--- src/rtl/uart_pkg.sv ---
// uart_pkg: shared types and defaults for the UART receive FIFO.
//   DEPTH_DEF  default number of FIFO entries
//   rx_entry_t one stored received frame {err, data}
package uart_pkg;

    localparam int DEPTH_DEF = 16;

    typedef struct packed {
        logic       err;
        logic [7:0] data;
    } rx_entry_t;

    localparam int ENTRY_W = $bits(rx_entry_t);

endpackage

--- src/rtl/uart_rx_fifo_if.sv ---
// uart_rx_fifo_if: receiver-side and consumer-side signals of the UART RX FIFO.
//   rx_data/rx_ready/rx_error : byte, level-ready flag and stop-bit error from the receiver
//   rd_en/ovf_clr             : pop request and overflow clear from the consumer
//   rd_data/rd_err            : show-ahead head entry
//   empty/full/level/overflow : FIFO status
// slave modport is the FIFO side, master modport the driver side.
interface uart_rx_fifo_if #(parameter int DEPTH = 16);

    logic [7:0]              rx_data;
    logic                    rx_ready;
    logic                    rx_error;
    logic                    rd_en;
    logic                    ovf_clr;
    logic [7:0]              rd_data;
    logic                    rd_err;
    logic                    empty;
    logic                    full;
    logic [$clog2(DEPTH):0]  level;
    logic                    overflow;

    modport slave (
        input  rx_data, rx_ready, rx_error, rd_en, ovf_clr,
        output rd_data, rd_err, empty, full, level, overflow
    );

    modport master (
        output rx_data, rx_ready, rx_error, rd_en, ovf_clr,
        input  rd_data, rd_err, empty, full, level, overflow
    );

endinterface

--- src/rtl/fifo_sync.sv ---
// fifo_sync: synchronous show-ahead FIFO, WIDTH bits x DEPTH entries (DEPTH power of two).
//   clk_i/rst_ni        : clock, async active-low reset (pointers only, memory not reset)
//   push_i/wdata_i      : write request and data; accepted when not full or when popping
//   pop_i               : read request; ignored while empty
//   rdata_o             : head entry, valid while empty_o=0
//   empty_o/full_o/level_o : status
module fifo_sync #(
    parameter  int WIDTH = 9,
    parameter  int DEPTH = 16,
    localparam int AW    = $clog2(DEPTH)
) (
    input  logic             clk_i,
    input  logic             rst_ni,
    input  logic             push_i,
    input  logic             pop_i,
    input  logic [WIDTH-1:0] wdata_i,
    output logic [WIDTH-1:0] rdata_o,
    output logic             empty_o,
    output logic             full_o,
    output logic [AW:0]      level_o
);

    // Counters carry one extra bit so that full and empty differ
    // (wcnt-rcnt = DEPTH vs 0); the low AW bits are the pointers.
    logic [AW:0]      wcnt_q, wcnt_d, rcnt_q, rcnt_d;
    logic [AW-1:0]    wptr, rptr;
    logic [WIDTH-1:0] mem_q [DEPTH];
    logic             do_push, do_pop;

    assign wptr    = wcnt_q[AW-1:0];
    assign rptr    = rcnt_q[AW-1:0];
    assign level_o = wcnt_q - rcnt_q;
    assign empty_o = (level_o == '0);
    assign full_o  = (level_o == (AW+1)'(DEPTH));
    assign rdata_o = mem_q[rptr];

    // A pop frees a slot in the same cycle, so push is accepted at full
    // when a pop coincides.
    assign do_pop  = pop_i & ~empty_o;
    assign do_push = push_i & (~full_o | do_pop);

    always_comb begin
        wcnt_d = wcnt_q;
        rcnt_d = rcnt_q;
        if (do_push) wcnt_d = wcnt_q + 1'b1;
        if (do_pop)  rcnt_d = rcnt_q + 1'b1;
    end

    always_ff @(posedge clk_i or negedge rst_ni) begin
        if (!rst_ni) begin
            wcnt_q <= '0;
            rcnt_q <= '0;
        end else begin
            wcnt_q <= wcnt_d;
            rcnt_q <= rcnt_d;
        end
    end

    always_ff @(posedge clk_i) begin
        if (do_push) mem_q[wptr] <= wdata_i;
    end

endmodule

--- src/rtl/uart_rx_fifo.sv ---
// uart_rx_fifo: buffers bytes from a UART receiver for a consumer.
//   clk50m : system clock
//   rst_n  : async active-low reset
//   bus    : uart_rx_fifo_if.slave (receiver inputs, consumer pop/clear, FIFO status)
// One entry is pushed per rising edge of rx_ready. A push into a full FIFO
// without a simultaneous pop is dropped and sets the sticky overflow flag.
// Build option UART_RX_FIFO_ERR_DROP_EN: discard frames flagged with rx_error
// (they never count as overflow) and tie rd_err to 0.
module uart_rx_fifo
    import uart_pkg::*;
#(
    parameter int DEPTH = DEPTH_DEF
) (
    input  logic          clk50m,
    input  logic          rst_n,
    uart_rx_fifo_if.slave bus
);

`ifdef UART_RX_FIFO_ERR_DROP_EN
    localparam bit ERR_DROP = 1'b1;
`else
    localparam bit ERR_DROP = 1'b0;
`endif

    localparam int AW = $clog2(DEPTH);

    logic      rdy_q, rdy_d;
    logic      armed_q, armed_d;
    logic      ovf_q, ovf_d;
    logic      push_req, push, pop_req;
    logic      fifo_empty, fifo_full;
    rx_entry_t wr_ent, rd_ent;

    // armed_q is cleared by reset and set once rx_ready is seen low, so a
    // receiver still holding rx_ready across reset does not re-push the
    // byte that reset just discarded.
    assign push_req = bus.rx_ready & ~rdy_q & armed_q;
    assign push     = push_req & ~(ERR_DROP & bus.rx_error);
    assign pop_req  = bus.rd_en & ~fifo_empty;

    assign wr_ent = '{err: bus.rx_error, data: bus.rx_data};

    always_comb begin
        rdy_d   = bus.rx_ready;
        armed_d = armed_q | ~bus.rx_ready;
        ovf_d   = ovf_q;
        // A new overflow takes priority over a coinciding clear.
        if (push && fifo_full && !pop_req) ovf_d = 1'b1;
        else if (bus.ovf_clr)              ovf_d = 1'b0;
    end

    always_ff @(posedge clk50m or negedge rst_n) begin
        if (!rst_n) begin
            rdy_q   <= 1'b0;
            armed_q <= 1'b0;
            ovf_q   <= 1'b0;
        end else begin
            rdy_q   <= rdy_d;
            armed_q <= armed_d;
            ovf_q   <= ovf_d;
        end
    end

    fifo_sync #(
        .WIDTH (ENTRY_W),
        .DEPTH (DEPTH)
    ) u_fifo (
        .clk_i   (clk50m),
        .rst_ni  (rst_n),
        .push_i  (push),
        .pop_i   (bus.rd_en),
        .wdata_i (wr_ent),
        .rdata_o (rd_ent),
        .empty_o (fifo_empty),
        .full_o  (fifo_full),
        .level_o (bus.level)
    );

    assign bus.rd_data  = rd_ent.data;
    assign bus.rd_err   = ERR_DROP ? 1'b0 : rd_ent.err;
    assign bus.empty    = fifo_empty;
    assign bus.full     = fifo_full;
    assign bus.overflow = ovf_q;

endmodule

--- src/flat_wrapper.sv ---
// flat-port wrapper written by rule: the top's interface ports become plain ports
module uart_rx_fifo_flat import uart_pkg::*;
#(
    parameter int DEPTH = DEPTH_DEF
)
  (clk50m, rst_n, bus_rx_data, bus_rx_ready, bus_rx_error, bus_rd_en, bus_ovf_clr, bus_rd_data, bus_rd_err, bus_empty, bus_full, bus_level, bus_overflow);
  uart_rx_fifo_if #(.DEPTH(DEPTH)) bus_i ();
  input  logic clk50m;
  input  logic rst_n;
  input wire logic [$bits(bus_i.rx_data)-1:0] bus_rx_data;
  input wire logic [$bits(bus_i.rx_ready)-1:0] bus_rx_ready;
  input wire logic [$bits(bus_i.rx_error)-1:0] bus_rx_error;
  input wire logic [$bits(bus_i.rd_en)-1:0] bus_rd_en;
  input wire logic [$bits(bus_i.ovf_clr)-1:0] bus_ovf_clr;
  output wire logic [$bits(bus_i.rd_data)-1:0] bus_rd_data;
  output wire logic [$bits(bus_i.rd_err)-1:0] bus_rd_err;
  output wire logic [$bits(bus_i.empty)-1:0] bus_empty;
  output wire logic [$bits(bus_i.full)-1:0] bus_full;
  output wire logic [$bits(bus_i.level)-1:0] bus_level;
  output wire logic [$bits(bus_i.overflow)-1:0] bus_overflow;
  assign bus_i.rx_data = bus_rx_data;
  assign bus_i.rx_ready = bus_rx_ready;
  assign bus_i.rx_error = bus_rx_error;
  assign bus_i.rd_en = bus_rd_en;
  assign bus_i.ovf_clr = bus_ovf_clr;
  assign bus_rd_data = bus_i.rd_data;
  assign bus_rd_err = bus_i.rd_err;
  assign bus_empty = bus_i.empty;
  assign bus_full = bus_i.full;
  assign bus_level = bus_i.level;
  assign bus_overflow = bus_i.overflow;
  uart_rx_fifo #(.DEPTH(DEPTH)) u_core (.clk50m(clk50m), .rst_n(rst_n), .bus(bus_i));
endmodule
--- config.mk ---
export PLATFORM = sky130hd
export DESIGN_NAME = uart_rx_fifo_flat
export DESIGN_NICKNAME = d
export VERILOG_FILES = /design/src/rtl/uart_pkg.sv /design/src/rtl/uart_rx_fifo_if.sv /design/src/rtl/fifo_sync.sv /design/src/rtl/uart_rx_fifo.sv /design/src/flat_wrapper.sv
export SDC_FILE = /design/constraint.sdc
export NUM_CORES = 1
export LEC_CHECK = 0
export BUFFER_PORTS_ARGS = -buffer_cell sky130_fd_sc_hd__clkbuf_2
export CAP_MARGIN = 30
export CORE_MARGIN = 2
export CORE_UTILIZATION = 40
export DETAILED_ROUTE_END_ITERATION = 8
export HOLD_SLACK_MARGIN = 0.12
export RECOVER_POWER = 100
export SLEW_MARGIN = 40
export SYNTH_ARGS = -nofsm -noshare
export SYNTH_HDL_FRONTEND = slang
export SYNTH_SLANG_ARGS = --single-unit
--- constraint.sdc ---
create_clock -name clk50m -period 3.3 [get_ports clk50m]
set_input_delay 0.33 -clock clk50m [delete_from_list [all_inputs] [get_ports clk50m]]
set_output_delay 0.33 -clock clk50m [all_outputs]
set_load 0.01 [all_outputs]
Word level (Yosys, flattened, before mapping)
Memory sizes are Yosys's and may differ from the RTL's.
Index checks and enable logic that the tools add are counted.
Cells by class
  add/sub/neg operators: 3
  eq/ne operators: 1
  muxes and demuxes: 4
  bitwise gates (word level): 10
  reduce and logical (&&, ||, !) cells: 5
Operators by type and width (count)
  adder 5 x 1 -> 5 bit (second input constant): 2
  == test 5 bit (second input constant): 1
  zero test 5 bit: 1
  subtractor 5 bit: 1
  AND 1 bit: 4
  two-way mux 1 bit: 4
  inverter 1 bit: 4
  logical AND 1 bit: 2
  bitwise OR 1 bit: 2
  nonzero test 2 bit: 1
  zero test 1 bit: 1
Storage, ports and cells
  bits in registers: 13
  bits in writable memories: 144
  input port bits: 14
  memories kept: 1
Memory list
  u_core.u_fifo.mem_q: words 16, width 9, rd ports 1, clocked after Yosys merged registers in 0, write ports 1, line fifo_sync.sv:27  | logic [WIDTH-1:0] mem_q [DEPTH];

Depth between registers and ports, before layout
Gate-level depths: netlist of the first run.
  depth in word-level cells: 8
  depth in mapped cells: 10
  mapped depth without buffers: 9

By module
A second synthesis of the first run with hierarchy kept.
Second synthesis, totals
  cells, all modules: 352
  area total of the unflattened synthesis: 6421.2 µm²
By module, submodules not included
  fifo_sync: instances 1, cells each 344, area each 6311.1 µm², seq. area each 4574.4 µm²
  uart_rx_fifo: instances 1, cells each 8, area each 110.1 µm², seq. area each 75.1 µm²

Worst setup path after synthesis of the first run
OpenSTA, ideal clock, no wires.
  kind: reg-to-reg
  from: register u_core.u_fifo.rcnt_q[2]
  to: memory u_core.u_fifo.mem_q[11][0], enable pin
  setup time: 0.337 ns
  data arrival time: 2.602 ns
  data required time: 2.963 ns
  setup slack: 0.361 ns
  cell stages (with the launch flop): 11
  path through: dfrtp_1 clkbuf_1 inv_1 clkbuf_1 ha_1 xnor2_1 nor2_1 mux2i_1 buf_2 o311a_1 and2_1
On the way
  cells in the longest elaborated chain, start to end: 8
  elaborated cells between the ends (all ways): 10
RTL lines
  from (decl): line fifo_sync.sv:25  | logic [AW:0] wcnt_q, wcnt_d, rcnt_q, rcnt_d;
  from (signal assigned): line fifo_sync.sv:55  | rcnt_q <= rcnt_d;
  subtractor 5 bit *: line fifo_sync.sv:32  | assign level_o = wcnt_q - rcnt_q;
  net bus_level[2]: line flat_wrapper.sv:19  | output wire logic [$bits(bus_i.level)-1:0] bus_level;
  zero test 5 bit: line fifo_sync.sv:33  | assign empty_o = (level_o == '0);
  inverter 1 bit: line fifo_sync.sv:39  | assign do_pop = pop_i & ~empty_o;
  AND 1 bit: line fifo_sync.sv:39
  bitwise OR 1 bit *: line fifo_sync.sv:40  | assign do_push = push_i & (~full_o | do_pop);
  AND 1 bit *: line fifo_sync.sv:40
  two-way mux 1 bit *: line fifo_sync.sv:60  | if (do_push) mem_q[wptr] <= wdata_i;
  two-way mux 1 bit (implied by the code) *: line fifo_sync.sv:60
  to (decl): line fifo_sync.sv:27
The timed path passes the listed nets; every way through them passes the cells marked *.

Worst setup path in the final report of the first run
  from: register u_core.u_fifo.wcnt_q[0]
  to: memory u_core.u_fifo.mem_q[11][5], enable pin
On the way
  cells in the longest elaborated chain, start to end: 8
  elaborated cells between the ends (all ways): 10
RTL lines
  from (decl): line fifo_sync.sv:25
  from (signal assigned): line fifo_sync.sv:54  | wcnt_q <= wcnt_d;
  subtractor 5 bit: line fifo_sync.sv:32
  zero test 5 bit: line fifo_sync.sv:33
  inverter 1 bit: line fifo_sync.sv:39
  AND 1 bit: line fifo_sync.sv:39
  bitwise OR 1 bit: line fifo_sync.sv:40
  AND 1 bit: line fifo_sync.sv:40
  two-way mux 1 bit: line fifo_sync.sv:60
  two-way mux 1 bit (implied by the code): line fifo_sync.sv:60
Parallel ways exist; a longest one is shown, timed or not.

==> impl_metrics.yaml, run 1 <==
global_route:
  use_met2_pct: 25.9
  grt_use_met3_pct: 4.19
  top_usage_layer: "met2"
  grt_use_met1_pct: 24.8
  track_usage_pct: 17.5
  grt_pass1_vias: 3349
  grt_pass1_wl_um: 20600
  grt_overflow: 0
  grt_max_degree: 40
  antenna_found_initial: 0
floorplanning:
  core_area_um2: 15800
  die_area_um2: 17000
  pin_count: 31
  die_x_um: 131
  placementRows: 46
  initial_utilization_pct: 40.6
  die_y_um: 131
power:
  leakagePower_nw: 2.56
  power_per_cell_area_nw_per_um2: 910
  power_w: 0.00674
  vdd_drop_max_v: 0.000510
final_layout:
  antennaDiodeCount: 0
  design_area_um2: 7410
  nNetsFinal: 418
  layout_common_cells: "144 x edfxtp_1, 38 x nand2_1, 36 x mux4_2"
  final_common_cell: "edfxtp_1"
  area_growth_syn_to_layout_pct: 15.7
  layout-drive-gt1-share_pct: 24.9
synth:
  synth_top_area_share_pct: 67.5
  yosys_warnings: 0
  synthMuxAreaShare_pct: 13.2
  synth_top_family_by_area: "multiplexers"
  synthCells: 347
  synth_compound_area_share_pct: 2.13
  synth_cell_type_count: 38
  synth_top_area_cell: "edfxtp_1"
  seq_area_frac_synth_pct: 72.6
  synthTopCellsByArea: "edfxtp_1 68%, mux4_2 13%, dfrtp_1 5.1%"
  synthAdderAreaFrac_pct: 2.07
  synth_simple_gate_area_share_pct: 6.47
  synthXorXnorAreaFrac_pct: 1.76
  syn_area_um2: 6400
  synth_nets: 371
  syn_area_per_cell_um2: 18.5
  ys_ff_latch: 157
critical_path:
  end_kind: "register"
  cp.required_ps: 3360
  cp-start-kind: "register"
  cp_max_fo: 9
  cp.arrival_ps: 3150
  crit_type: "reg2reg"
clock_network:
  clock_path_buffers: 2
  cts-root-buf: "clkbuf_16"
  clk_latency_ps: 420
  clk_pin_slew_ps: 60
  htree_levels: 4
  cts_made_buffers: 17
  cts_sinks: 157
  cts_tree: "built"
routing:
  vias_per_cell: 5.26
  vias: 3269
  wl_per_cell_um: 22.0
  wl_um: 13700
  drc: 0
  drt_iter0_markers: 277
  firstDrtPassIters: 4
  postRouteAntennaNets: 0
timing:
  slew_headroom_pct: 38.1
  fmaxAchievable_mhz: 323
  clock_skew_ps: 10.6
  final_max_slew_viol_count: 0
  layout_min_cycle_time_ps: 3090
  hold_viol: 0
  finalWorstSetupSlack_ps: 209
  whs_ps: 181
  finalSetupViolCount: 0
  worst_pin_slew_ps: 928
  post-route-period-util_pct: 93.7
  finalSetupTns_ps: 0
placed_design:
  dp_hpwl_um: 8730
  post-place-ws_ps: 215
  portBuffers: 30
  placed_area_um2: 6840
  place_congestion: 0.784
min_path:
  min_path_type: "in2reg"
job:
  cap_violations: 0
run_status:
  status: "complete, no violations"
-- per-stage QoR --
step,instances,util [%]
after floorplan,347,-
after global placement,589,43.4
after detailed placement,589,43.4
after CTS,622,47.0
after global routing,622,47.0
final,622,47.0
-- worst max-delay path, cell delays in order (launching register included) --
cell and delay [ps]:
dfrtp_1 390, inv_1 120, ha_1 250, fa_1 460, xnor2_1 300, nor2_1 90, mux2i_1 280, o311a_1 350
and2_1 500
-- final cells by class --
cell class	instances	area [um^2]
Fill cell	1366	8360
Sequential cell	157	4650
Multi-Input combinational cell	164	1650
Clock buffer	20	437
Tap cell	216	270
Timing Repair Buffer	44	241
Clock inverter	11	125
Inverter	10	37.5
-- state kept, by name (all words and copies together) (netlist names) --
name	count
u_core.armed_q	1
u_core.bus.overflow	1
u_core.rdy_q	1
u_core.u_fifo.mem_q	144
u_core.u_fifo.rcnt_q	5
u_core.u_fifo.wcnt_q	5
-- worst paths after layout --
path	slack (ps)	end	cells after the start	startpoint
max in group asynchronous	2240	u_core.u_fifo.rcnt_q[0]	2	rst_n
worst min-delay path	180	u_core.bus.overflow	3	bus_ovf_clr
min in group asynchronous	510	u_core.u_fifo.wcnt_q[3]	2	rst_n
worst max-delay path	210	u_core.u_fifo.mem_q[11][5]	8	u_core.u_fifo.wcnt_q[0]
worst max register to register	210	u_core.u_fifo.mem_q[11][5]	8	u_core.u_fifo.wcnt_q[0]
worst min register to register	490	u_core.bus.overflow	2	u_core.bus.overflow
-- per-layer routing --
layer / share of wire, % / vias to the layer above
met4: 2.0 / 0
met5: 0 / -
li1: - / 1459
met3: 6.5 / 18
met1: 44 / 1674
met2: 47 / 118
-- repair_timing --
item / in CTS / in global routing
endpoints found under the hold margin: 15 / 0
setup endpoints to repair: 0 / 66
gates resized for setup: 0 / 8
buffers inserted: 0 / 0
hold buffers: 2 / 0
-- kinds of logic after synthesis --
| logic type | count (synthesis) |
|---|---|
| muxes | 39 |
| adders and majority gates | 10 |
| DFF | 157 |
| buffers and inverters | 26 |
| AOI/OAI and AO/OA | 20 |
| xor gates and xnor gates | 12 |
| and+or+nand+nor | 83 |
-- Yosys cell counts (all sizes together) --
library cell,instances
mux2i,1
clkinv,1
and4,1
nand2,38
mux4,36
ha,9
o21ai,3
inv,9
nor2,7
nor2b,2
o211ai,1
buf,8
nand3b,2
edfxtp,144
clkbuf,8
o31a,1
nand2b,3
o41ai,1
nor3,1
o311a,1
mux2,2
fa,1
a21oi,2
nor4,1
and2,4
nand3,2
o31ai,2
xnor2,8
a31oi,9
and3,22
dfrtp,13
xor2,4
-- report_power, final --
group / switching (W) / internal, W
clock: 0.000708 / 0.00117
sequential: 0.0000926 / 0.00234
combinational: 0.00143 / 0.00101
total: 0.00223 / 0.00451
(Power assumes the default switching activity.)
==> run 2: changes to the inputs <==
--- a/config.mk
+++ b/config.mk
@@ -7,7 +7,6 @@
 export LEC_CHECK = 0
 export BUFFER_PORTS_ARGS = -buffer_cell sky130_fd_sc_hd__clkbuf_2
 export CAP_MARGIN = 30
-export CORE_MARGIN = 2
 export CORE_UTILIZATION = 40
 export DETAILED_ROUTE_END_ITERATION = 8
 export HOLD_SLACK_MARGIN = 0.12
==> impl_metrics.yaml, run 2 (synthesis results as in run 1) <==
placed_design:
  place_congestion: 0.797
  dp_hpwl_um: 8800
  portBuffers: 30
  placed_area_um2: 6810
timing:
  slew_headroom_pct: 36.0
  final_max_slew_viol_count: 0
  finalSetupViolCount: 0
  clock_skew_ps: 5.62
  post-route-period-util_pct: 94.7
  hold_viol: 0
  worst_pin_slew_ps: 959
  fmaxAchievable_mhz: 320
  layout_min_cycle_time_ps: 3130
  finalSetupTns_ps: 0
  whs_ps: 171
  rsz0062_at_grt: "false"
power:
  leakagePower_nw: 2.56
  power_per_cell_area_nw_per_um2: 929
  vdd_drop_max_v: 0.000639
  power_w: 0.00692
critical_path:
  cp-start-kind: "register"
  worstPathCellList: "inv_1 > ha_1 > fa_1 > xnor2_1 > nor2_1 > mux2i_1 > o31a_2 > and3_1"
  cp_max_fo: 14
  cpPeakStageDelay_ps: 480
  cp.required_ps: 3370
  slowest_stage: "and3_1"
  reg2reg_slack_ps: 170
  cp-endpoint: "u_core.u_fifo.mem_q[12][2]"
  end_kind: "register"
  crit_start: "u_core.u_fifo.wcnt_q[0]"
  regToRegEndpoint: "u_core.u_fifo.mem_q[12][2]"
  regToRegStartpoint: "u_core.u_fifo.wcnt_q[0]"
  crit_type: "reg2reg"
  reg2reg_depth: 8
  cp.arrival_ps: 3200
final_layout:
  nNetsFinal: 416
  final_common_cell: "edfxtp_1"
  design_area_um2: 7450
  layout_common_cells: "144 x edfxtp_1, 38 x nand2_1, 36 x mux4_2"
  top_register: "u_core.u_fifo.mem_q"
  fillCellCount: 1321
  layout-drive-gt1-share_pct: 24.0
  largest_registers: "u_core.u_fifo.mem_q: 144 flops, u_core.u_fifo.rcnt_q: 5 flops, u_core.u_fifo.wcnt_q: 5 flops"
  regArea_um2: 4650
  multiInputGateArea_um2: 1650
  area_growth_syn_to_layout_pct: 16.3
  largest_reg_flops: 144
  antennaDiodeCount: 0
clock_network:
  clock_path_buffers: 2
  cts_sinks: 157
  clk_latency_ps: 420
  cts_setup_buffers: 0
  cts_made_buffers: 17
  cts-root-buf: "clkbuf_16"
  htree_levels: 4
  clk_pin_slew_ps: 60
  cts_tree: "built"
global_route:
  track_usage_pct: 18.4
  grt_overflow: 0
  grt_pass1_wl_um: 20800
  grt_max_degree: 40
  antenna_found_initial: 0
  grt_pass1_vias: 3268
floorplanning:
  die_area_um2: 16500
  die_x_um: 129
  placementRows: 45
  pin_count: 31
  core_area_um2: 15400
  die_y_um: 129
  initial_utilization_pct: 41.5
routing:
  vias_per_cell: 5.37
  firstDrtPassIters: 5
  wl_per_cell_um: 22.2
  postRouteAntennaNets: 0
  drc: 0
  vias: 3301
  drt_iter0_markers: 199
  wl_um: 13700
run_status:
  status: "complete, no violations"
min_path:
  min_path_type: "in2reg"
  min_path_cells: 3
job:
  cap_violations: 0
[run 2: cell count changes in the layout (fill, tap and decap cells not counted)]
| cell | change |
|---|---|
| buf_4 | -3 |
| bufinv_16 | +2 |
| clkbuf_1 | +5 |
| clkbuf_2 | -5 |
| clkbuf_4 | +1 |
| clkinv_1 | -4 |
| clkinv_2 | -2 |
| clkinv_4 | +2 |
| clkinvlp_4 | +2 |
| inv_1 | +1 |
| inv_2 | -1 |
[run 2: cell type report]
class                           count  area share, %
Tap cell                          211           3.55
Clock inverter                     11           2.59
Clock buffer                       20           5.86
Timing Repair Buffer               42           2.96
Inverter                           10          0.504
Multi-Input combinational cell    164           22.1
Sequential cell                   157           62.4
[run 2: through the flow]
step,setup WS (ps),utilization (%),instances
3_5_place_dp,162,44.1,581
5_1_grt,8.26,48.3,615
6_report,175,48.3,615
4_1_cts,113,48.3,614
2_1_floorplan,361,-,347
3_3_place_gp,264,44.1,581
[run 2: critical path, delay by kind of cell, from the launching register on]
family	cells	cell delay [ps]
adder cells (fa/ha/maj)	2	690
flip-flops	1	400
AO/OA/AOI/OAI	1	400
multiplexers	1	270
AND/OR/NAND/NOR	2	570
XOR/XNOR	1	310
buffers and inverters	1	120
[run 2: worst min path at each step]
stage,start,end
after floorplan,rst_n,u_core.armed_q
after global placement,rst_n,u_core.bus.overflow
after detailed placement,rst_n,u_core.u_fifo.wcnt_q[3]
after CTS,bus_ovf_clr,u_core.bus.overflow
after global routing,bus_ovf_clr,u_core.bus.overflow
final,bus_ovf_clr,u_core.bus.overflow
[run 2: timing repair]
action / 4_1_cts / 5_1_grt
hold endpoints to repair: 15 / 0
gates resized for setup: 0 / 8
endpoints found under the setup margin: 0 / 72
hold buffers: 2 / 0
[run 2: power breakdown]
part	switching, W	leakage (nW)	internal [W]	total [W]
Sequential	0.0000996	1.45	0.00234	0.00244
Combinational	0.00142	0.808	0.000992	0.00241
Clock	0.000736	0.300	0.00134	0.00207
[run 2: routing by layer]
metal | GRT usage [%] | wire (um) | vias to the layer above
met3 | 5.03 | 862 | 19
met4 | 6.85 | 244 | 0
met2 | 27.4 | 6370 | 124
met5 | 0 | 0 | -
met1 | 26.0 | 6200 | 1704
li1 | - | - | 1454
